## config.mk

```make
export PLATFORM = sky130hd
export DESIGN_NAME = l2_cacheline_adaptor_flat
export DESIGN_NICKNAME = d
export VERILOG_FILES = /design/src/rtl/l2_cacheline_adaptor_if.sv /design/src/rtl/l2_cacheline_adaptor.sv /design/src/flat_wrapper.sv
export SDC_FILE = /design/constraint.sdc
export NUM_CORES = 1
export LEC_CHECK = 0
export ABC_AREA = 1
export ABC_CLOCK_PERIOD_IN_PS = 4400
export CAP_MARGIN = 5
export CELL_PAD_IN_SITES_DETAIL_PLACEMENT = 2
export CELL_PAD_IN_SITES_GLOBAL_PLACEMENT = 2
export CORE_MARGIN = 1.5
export CORE_UTILIZATION = 24
export CTS_CLUSTER_SIZE = 16
export DETAILED_ROUTE_END_ITERATION = 10
export GPL_ROUTABILITY_DRIVEN = 0
export GPL_TIMING_DRIVEN = 1
export PLACE_DENSITY = 0.92
export SETUP_SLACK_MARGIN = 0.05
export SLEW_MARGIN = 15
export SYNTH_ARGS = -nofsm -noshare
export SYNTH_HDL_FRONTEND = slang
export SYNTH_SLANG_ARGS = --single-unit
```

## constraint.sdc

```tcl
create_clock -name clk -period 4.4 [get_ports clk]
set_input_delay 1.1 -clock clk [delete_from_list [all_inputs] [get_ports clk]]
set_output_delay 1.1 -clock clk [all_outputs]
set_load 0.1 [all_outputs]
```

## src/rtl/l2_cacheline_adaptor_if.sv

```systemverilog
// l2_cacheline_adaptor_if
//   Bundles the L2-side line port and the memory-side burst port of the
//   cache-line adaptor. Signal suffixes are named from the adaptor's view.
//   L2 side    : line_i, line_o, address_i, read_i, write_i, resp_o
//   Memory side: burst_i, burst_o, address_o, read_o, write_o, resp_i
//   slave  modport - the adaptor itself
//   master modport - the environment (L2 plus memory) driving the adaptor
interface l2_cacheline_adaptor_if #(
    parameter int LINE_WIDTH  = 256,
    parameter int BURST_WIDTH = 64
) ();
    logic [LINE_WIDTH-1:0]  line_i;
    logic [LINE_WIDTH-1:0]  line_o;
    logic [31:0]            address_i;
    logic                   read_i;
    logic                   write_i;
    logic                   resp_o;
    logic [BURST_WIDTH-1:0] burst_i;
    logic [BURST_WIDTH-1:0] burst_o;
    logic [31:0]            address_o;
    logic                   read_o;
    logic                   write_o;
    logic                   resp_i;

    modport slave (
        input  line_i, address_i, read_i, write_i, burst_i, resp_i,
        output line_o, resp_o, burst_o, address_o, read_o, write_o
    );

    modport master (
        output line_i, address_i, read_i, write_i, burst_i, resp_i,
        input  line_o, resp_o, burst_o, address_o, read_o, write_o
    );
endinterface

```

## src/rtl/l2_cacheline_adaptor.sv

```systemverilog
// l2_cacheline_adaptor
//   Converts one L2 line read/write into a fixed sequence of memory bursts
//   (four 64-bit beats for a 256-bit line). Read beats are assembled into
//   the line buffer, lowest beat first; write lines are serialised from it.
//   The L2 sees a single-cycle resp_o once the last beat has been taken.
//   Ports:
//     clk - system clock
//     rst - synchronous active-high reset
//     bus - l2_cacheline_adaptor_if.slave (L2 line port + memory burst port)
//
//   state | meaning
//   IDLE  | waiting for an L2 request; requests are sampled only here
//   READ  | read_o high, collecting beats into the line buffer
//   WRITE | write_o high, presenting buffer beats until each is accepted
//   DONE  | one-cycle resp_o to the L2, then back to IDLE
module l2_cacheline_adaptor #(
    parameter int LINE_WIDTH  = 256,
    parameter int BURST_WIDTH = 64
) (
    input  logic                  clk,
    input  logic                  rst,
    l2_cacheline_adaptor_if.slave bus
);
    localparam int BEATS  = LINE_WIDTH / BURST_WIDTH;
    localparam int CNT_W  = (BEATS > 1) ? $clog2(BEATS) : 1;
    localparam int OFFS_W = $clog2(LINE_WIDTH / 8);

    localparam logic [CNT_W-1:0] LAST_BEAT = CNT_W'(BEATS - 1);
    localparam logic [CNT_W-1:0] CNT_ONE   = CNT_W'(1);
    // Clears the byte-offset bits so memory always sees a line-aligned address.
    localparam logic [31:0]      ADDR_MASK = ~((32'd1 << OFFS_W) - 32'd1);

    typedef enum logic [1:0] {
        IDLE  = 2'd0,
        READ  = 2'd1,
        WRITE = 2'd2,
        DONE  = 2'd3
    } state_e;

    state_e                 state_q, state_d;
    logic [CNT_W-1:0]       cnt_q,   cnt_d;
    logic [LINE_WIDTH-1:0]  buf_q,   buf_d;
    logic [31:0]            addr_q,  addr_d;

    always_ff @(posedge clk) begin
        if (rst) begin
            state_q <= IDLE;
            cnt_q   <= '0;
            buf_q   <= '0;
            addr_q  <= '0;
        end else begin
            state_q <= state_d;
            cnt_q   <= cnt_d;
            buf_q   <= buf_d;
            addr_q  <= addr_d;
        end
    end

    always_comb begin
        state_d = state_q;
        cnt_d   = cnt_q;
        buf_d   = buf_q;
        addr_d  = addr_q;
        unique case (state_q)
            IDLE: begin
                cnt_d = '0;
                // Write has priority when both requests are raised together.
                if (bus.write_i) begin
                    buf_d   = bus.line_i;
                    addr_d  = bus.address_i & ADDR_MASK;
                    state_d = WRITE;
                end else if (bus.read_i) begin
                    addr_d  = bus.address_i & ADDR_MASK;
                    state_d = READ;
                end
            end
            READ: begin
                if (bus.resp_i) begin
                    buf_d[BURST_WIDTH*cnt_q +: BURST_WIDTH] = bus.burst_i;
                    if (cnt_q == LAST_BEAT) state_d = DONE;
                    else                    cnt_d   = cnt_q + CNT_ONE;
                end
            end
            WRITE: begin
                if (bus.resp_i) begin
                    if (cnt_q == LAST_BEAT) state_d = DONE;
                    else                    cnt_d   = cnt_q + CNT_ONE;
                end
            end
            DONE: begin
                state_d = IDLE;
            end
            default: begin
                state_d = IDLE;
            end
        endcase
    end

    always_comb begin
        bus.read_o    = (state_q == READ);
        bus.write_o   = (state_q == WRITE);
        bus.resp_o    = (state_q == DONE);
        bus.address_o = addr_q;
        bus.line_o    = buf_q;
        bus.burst_o   = buf_q[BURST_WIDTH*cnt_q +: BURST_WIDTH];
    end
endmodule

```

## src/flat_wrapper.sv

```systemverilog
// flat-port wrapper written by rule: the top's interface ports become plain ports
module l2_cacheline_adaptor_flat 
#(
    parameter int LINE_WIDTH  = 256,
    parameter int BURST_WIDTH = 64
)
  (clk, rst, bus_line_i, bus_address_i, bus_read_i, bus_write_i, bus_burst_i, bus_resp_i, bus_line_o, bus_resp_o, bus_burst_o, bus_address_o, bus_read_o, bus_write_o);
  l2_cacheline_adaptor_if #(.LINE_WIDTH(LINE_WIDTH), .BURST_WIDTH(BURST_WIDTH)) bus_i ();
  input  logic clk;
  input  logic rst;
  input wire logic [$bits(bus_i.line_i)-1:0] bus_line_i;
  input wire logic [$bits(bus_i.address_i)-1:0] bus_address_i;
  input wire logic [$bits(bus_i.read_i)-1:0] bus_read_i;
  input wire logic [$bits(bus_i.write_i)-1:0] bus_write_i;
  input wire logic [$bits(bus_i.burst_i)-1:0] bus_burst_i;
  input wire logic [$bits(bus_i.resp_i)-1:0] bus_resp_i;
  output wire logic [$bits(bus_i.line_o)-1:0] bus_line_o;
  output wire logic [$bits(bus_i.resp_o)-1:0] bus_resp_o;
  output wire logic [$bits(bus_i.burst_o)-1:0] bus_burst_o;
  output wire logic [$bits(bus_i.address_o)-1:0] bus_address_o;
  output wire logic [$bits(bus_i.read_o)-1:0] bus_read_o;
  output wire logic [$bits(bus_i.write_o)-1:0] bus_write_o;
  assign bus_i.line_i = bus_line_i;
  assign bus_i.address_i = bus_address_i;
  assign bus_i.read_i = bus_read_i;
  assign bus_i.write_i = bus_write_i;
  assign bus_i.burst_i = bus_burst_i;
  assign bus_i.resp_i = bus_resp_i;
  assign bus_line_o = bus_i.line_o;
  assign bus_resp_o = bus_i.resp_o;
  assign bus_burst_o = bus_i.burst_o;
  assign bus_address_o = bus_i.address_o;
  assign bus_read_o = bus_i.read_o;
  assign bus_write_o = bus_i.write_o;
  l2_cacheline_adaptor #(.LINE_WIDTH(LINE_WIDTH), .BURST_WIDTH(BURST_WIDTH)) u_core (.clk(clk), .rst(rst), .bus(bus_i));
endmodule
```

After elaboration in Yosys (flattened, before gate mapping)
Cells that the tools add are included.
Widths: inputs -> output; s select.

word-level totals
  register bits after elaboration = 292

cells by class
  shift-type cells = 3
  equal/unequal tests = 10
  add/sub/neg operators = 2
  mux-type cells = 14
  reduce and logical (&&, ||, !) cells = 9

operators by type and width
  cell                       number
  $mux 256                   2
  $pmux 256 s2               1
  $bwmux 256                 1
  $shift 64x34->256 const A  1
  $shiftx 256x9->64          1
  $shiftx 64x34->256         1
  $mux 32                    2
  $neg 8->34                 1
  $mux 2                     6
  $reduce_and 3->1           3
  $eq 2x2->1 const B         3
  $ne 2x2->1 const B         3
  $pmux 2 s3                 1
  $reduce_bool 2->1          3
  $ne 2x1->1 const B         2
  $pmux 2 s2                 1
  $ne 3x3->1 const B         1
  $add 2x1->2 const B        1
  $eq 2x1->1 const B         1
  $logic_not 2->1            1
  $reduce_and 2->1           1
  $reduce_or 2->1            1

Logic depth before layout (Yosys ltp)
  word-level depth = 5
  depth in mapped cells = 15

Worst setup path before layout
No wires, ideal clock.

  path type = reg2out
  start = register u_core.buf_q[74], in the netlist u_core.bus.line_o[74]
  end = output port bus_burst_o[10]
  arrival time = 2.804 ns
  data required time = 3.300 ns
  stages on the path, launching flop included = 5
  setup slack = 0.496 ns
  cells stage by stage = dfxtp_1 inv_1 o21ai_0 a21oi_1 a21oi_1

between the ends
  cells in the longest elaborated chain, start to end = 1

ends and longest elaborated chain
  item                    RTL line                     RTL
  start, declared         l2_cacheline_adaptor.sv:42   logic [LINE_WIDTH-1:0] buf_q, buf_d;
  start signal, assigned  l2_cacheline_adaptor.sv:54   buf_q <= buf_d;
  $shiftx 256x9->64       l2_cacheline_adaptor.sv:105  bus.burst_o = buf_q[BURST_WIDTH*cnt_q +: BURST_WIDTH];
  end, declared           flat_wrapper.sv:19           output wire logic [$bits(bus_i.burst_o)-1:0] bus_burst_o;

Every way passes these cells.

Worst setup path after layout
  start = register u_core.cnt_q[0]
  end = output port bus_burst_o[45]

between the ends
  cells in the longest elaborated chain, start to end = 1

ends and longest elaborated chain
  item                    RTL line                     RTL
  start, declared         l2_cacheline_adaptor.sv:41   logic [CNT_W-1:0] cnt_q, cnt_d;
  start signal, assigned  l2_cacheline_adaptor.sv:53   cnt_q <= cnt_d;
  $shiftx 256x9->64       l2_cacheline_adaptor.sv:105

Every way passes these cells.

==> flow_metrics.env <==
export IMPL_drt_iter0_drc=1311
export IMPL_period_share_pct=87.5
export IMPL_layout_nets=4198
export IMPL_grtUsageTotal_pct=28.8
export IMPL_drt_wl_total_um=120000
export IMPL_slew_headroom_pct=23.8
export IMPL_synth_seq_cells=287
export IMPL_start_util_pct=24.3
export IMPL_status="complete, no violations"
export IMPL_grt_max_degree=120
export IMPL_netlist_instances=3273
export IMPL_drt_first_pass_iters=5
export IMPL_die_w_um=283
export IMPL_synth_cell_type_count=30
export IMPL_portBuffers=701
export IMPL_worstReg2RegStart="u_core.cnt_q[1]$_SDFFE_PP0P_"
export IMPL_core_rowCount=102
export IMPL_die_y_um=283
export IMPL_cap_violations=0
export IMPL_clock_latency_ns=0.57
export IMPL_die_area_mm2=0.0801
export IMPL_end_kind="primary output"
export IMPL_tns_ns=0
export IMPL_drc=0
export IMPL_clock_sinks=287
export IMPL_synth_ff_type="dfxtp_1"
export IMPL_postCtsSetupBuffers=0
export IMPL_min_from="u_core.bus.address_o[21]$_SDFFE_PP0P_"
export IMPL_crit_arrival_ns=2.75
export IMPL_cp_max_fo=81
export IMPL_synth_area_leader_cell="dfxtp_1"
export IMPL_yosysSeqAreaShare_pct=30.5
export IMPL_area_delta_synth_final_pct=48.2
export IMPL_cp_top_family="buffers and inverters"
export IMPL_async_flop_share_pct=0
export IMPL_num_io_pins=712
export IMPL_avgSynthCellArea_um2=5.75
export IMPL_path_cells="inv_6 -> buf_4 -> a21oi_1 -> a21oi_1 -> buf_4"
export IMPL_cts_buffer_depth=3
export IMPL_postCtsResizedCells=0
export IMPL_synth_most_common_cell="nand2_1"
export IMPL_cts_root_buffer="clkbuf_16"
export IMPL_min_path_cells=2
export IMPL_ctsHoldBuffers=0
export IMPL_path_clk_slew_ns=0.06
export IMPL_coreArea_mm2=0.0775
export IMPL_max_freq_mhz=260
export IMPL_finalSetupViolCount=0
export IMPL_synth_area_mm2=0.0188
export IMPL_grt_overflow=0
export IMPL_hold_class="flip-flop to flip-flop"
export IMPL_hold_viol=0
export IMPL_synth_warning_count=0
export IMPL_worstSetupPathType="flip-flop to primary output"
export IMPL_skew_ns=0.0178
export IMPL_synthTopCellsByArea="dfxtp_1 31%, nand2_1 20%, nor2_1 13%"
export IMPL_rsz0062_at_grt="no"
export IMPL_cts_buffers=42
export IMPL_crit_buf_inv=3
export IMPL_r2r_setup_slack_ns=1.15
export IMPL_rr_endpoint="u_core.bus.line_o[215]$_SDFFE_PP0P_"
export IMPL_layout_min_cycle_time_ns=3.85
export IMPL_max_stage_delay_ns=0.51
export IMPL_tightest_slew_ns=1.14
export IMPL_required_ns=3.30
export IMPL_layout_drive_gt1_share_pct=7.01
export IMPL_grt_pass1_vias=26997
export IMPL_ant_nets=0
export IMPL_synthTopCellsByCount="1013 x nand2_1, 670 x nor2_1, 335 x inv_1"
export IMPL_grt_pass1_wl_um=176000
export IMPL_worstSetupStartpointType="flip-flop"
export IMPL_cts_tree="yes"
export IMPL_vias_per_cell=4.99
export IMPL_antenna_found_initial=32
export IMPL_reg2reg_depth=8
export IMPL_vias=24639
export IMPL_min_to="u_core.bus.address_o[21]$_SDFFE_PP0P_"
export IMPL_drv_slew=0
export IMPL_wl_per_cell_um=24.3
export IMPL_htreeDepth=2
export IMPL_crit_path_top_delay_cell="inv_6"
export IMPL_synth_edf_count=0
export IMPL_detailed_place_hpwl_um=81300
export IMPL_synth_top_area_share_pct=30.5
state kept, by name, summed over array words and instances (netlist names):
name / flops
u_core.bus.line_o: 256
u_core.state_q: 2
u_core.bus.address_o: 27
u_core.cnt_q: 2
cells in the final DEF, fill, tap and decap left out, types with 10 or more instances in the layout:
cell             instances
a21oi_1                195
buf_12                  26
buf_4                   94
clkbuf_1                10
clkbuf_16               45
clkdlybuf4s50_1        636
dfxtp_1                286
diode_2                 29
inv_1                  331
nand2_1               1012
nand2_2                 58
nand3_1                219
nand3b_1                64
nor2_1                 670
o21ai_0                136
o21ai_1                 22
kinds of logic (layout without fill, tap and decap cells):
family,count (synthesis),count (layout),synth area share [%]
AND/OR/NAND/NOR,2037,2037,44.6
AO/OA/AOI/OAI,354,354,9.43
other,1,34,0.0199
adder cells (fa/ha/maj),9,9,0.598
flip-flops,287,287,30.5
buffers and inverters,585,1173,14.8
routing by layer:
metal / vias up / wire length, um / global-route usage [%]
li1: 11117 / - / -
met1: 12304 / 47900 / 33.2
met2: 889 / 58000 / 49.8
met3: 323 / 6990 / 5.72
met4: 6 / 6720 / 16.0
met5: - / 43 / 0
worst register-to-register path, stage by stage, from the launching register on:
cell     delay (ns)
dfxtp_1        0.35
inv_4          0.63
ha_2           0.50
inv_1          0.16
nand3_4        0.53
buf_4          0.53
nor2_1         0.27
nor2_1         0.08
nor2_1         0.14
worst max path at each step:
stage,from,end,slack [ns],cells after the start
final,u_core.cnt_q[0]$_SDFFE_PP0P_,bus_burst_o[45],0.55,5
after floorplan,u_core.bus.line_o[74]$_SDFFE_PP0P_,bus_burst_o[10],0.50,4
after detailed placement,bus_write_i,u_core.bus.line_o[42]$_SDFFE_PP0P_,0.88,8
after CTS,u_core.cnt_q[0]$_SDFFE_PP0P_,bus_burst_o[45],0.53,5
after global placement,bus_write_i,u_core.bus.line_o[47]$_SDFFE_PP0P_,0.95,7
after global routing,u_core.cnt_q[0]$_SDFFE_PP0P_,bus_burst_o[13],0.46,6
final cells by class:
class                      instances  area (um^2)
antenna                           29         72.6
clock inverter                    14          230
clock buffer                      63         1270
sequential                       287         5750
timing repair buffer             756         7590
multi-input combinational       2405        10400
inverter                         340         1300
tap                             1040         1300
fill                            9447        49600
metrics by stage:
step / cells / area [um^2] / worst slack [ns] / hold slack, ns / util, %
global placement: 4828 / 26300 / 0.950 / 0.461 / 34.0
detailed placement: 4828 / 26300 / 0.878 / 0.484 / 34.0
finish: 4934 / 27900 / 0.550 / 0.491 / 36.0
floorplan: 3277 / 18800 / 0.496 / 0.471 / -
CTS: 4905 / 27800 / 0.528 / 0.493 / 35.9
global route: 4933 / 27900 / 0.459 / 0.515 / 36.0
Power is left out: the tool's default activity adds up to more than one toggle a clock period on the data nets, which glitch-free logic cannot reach.
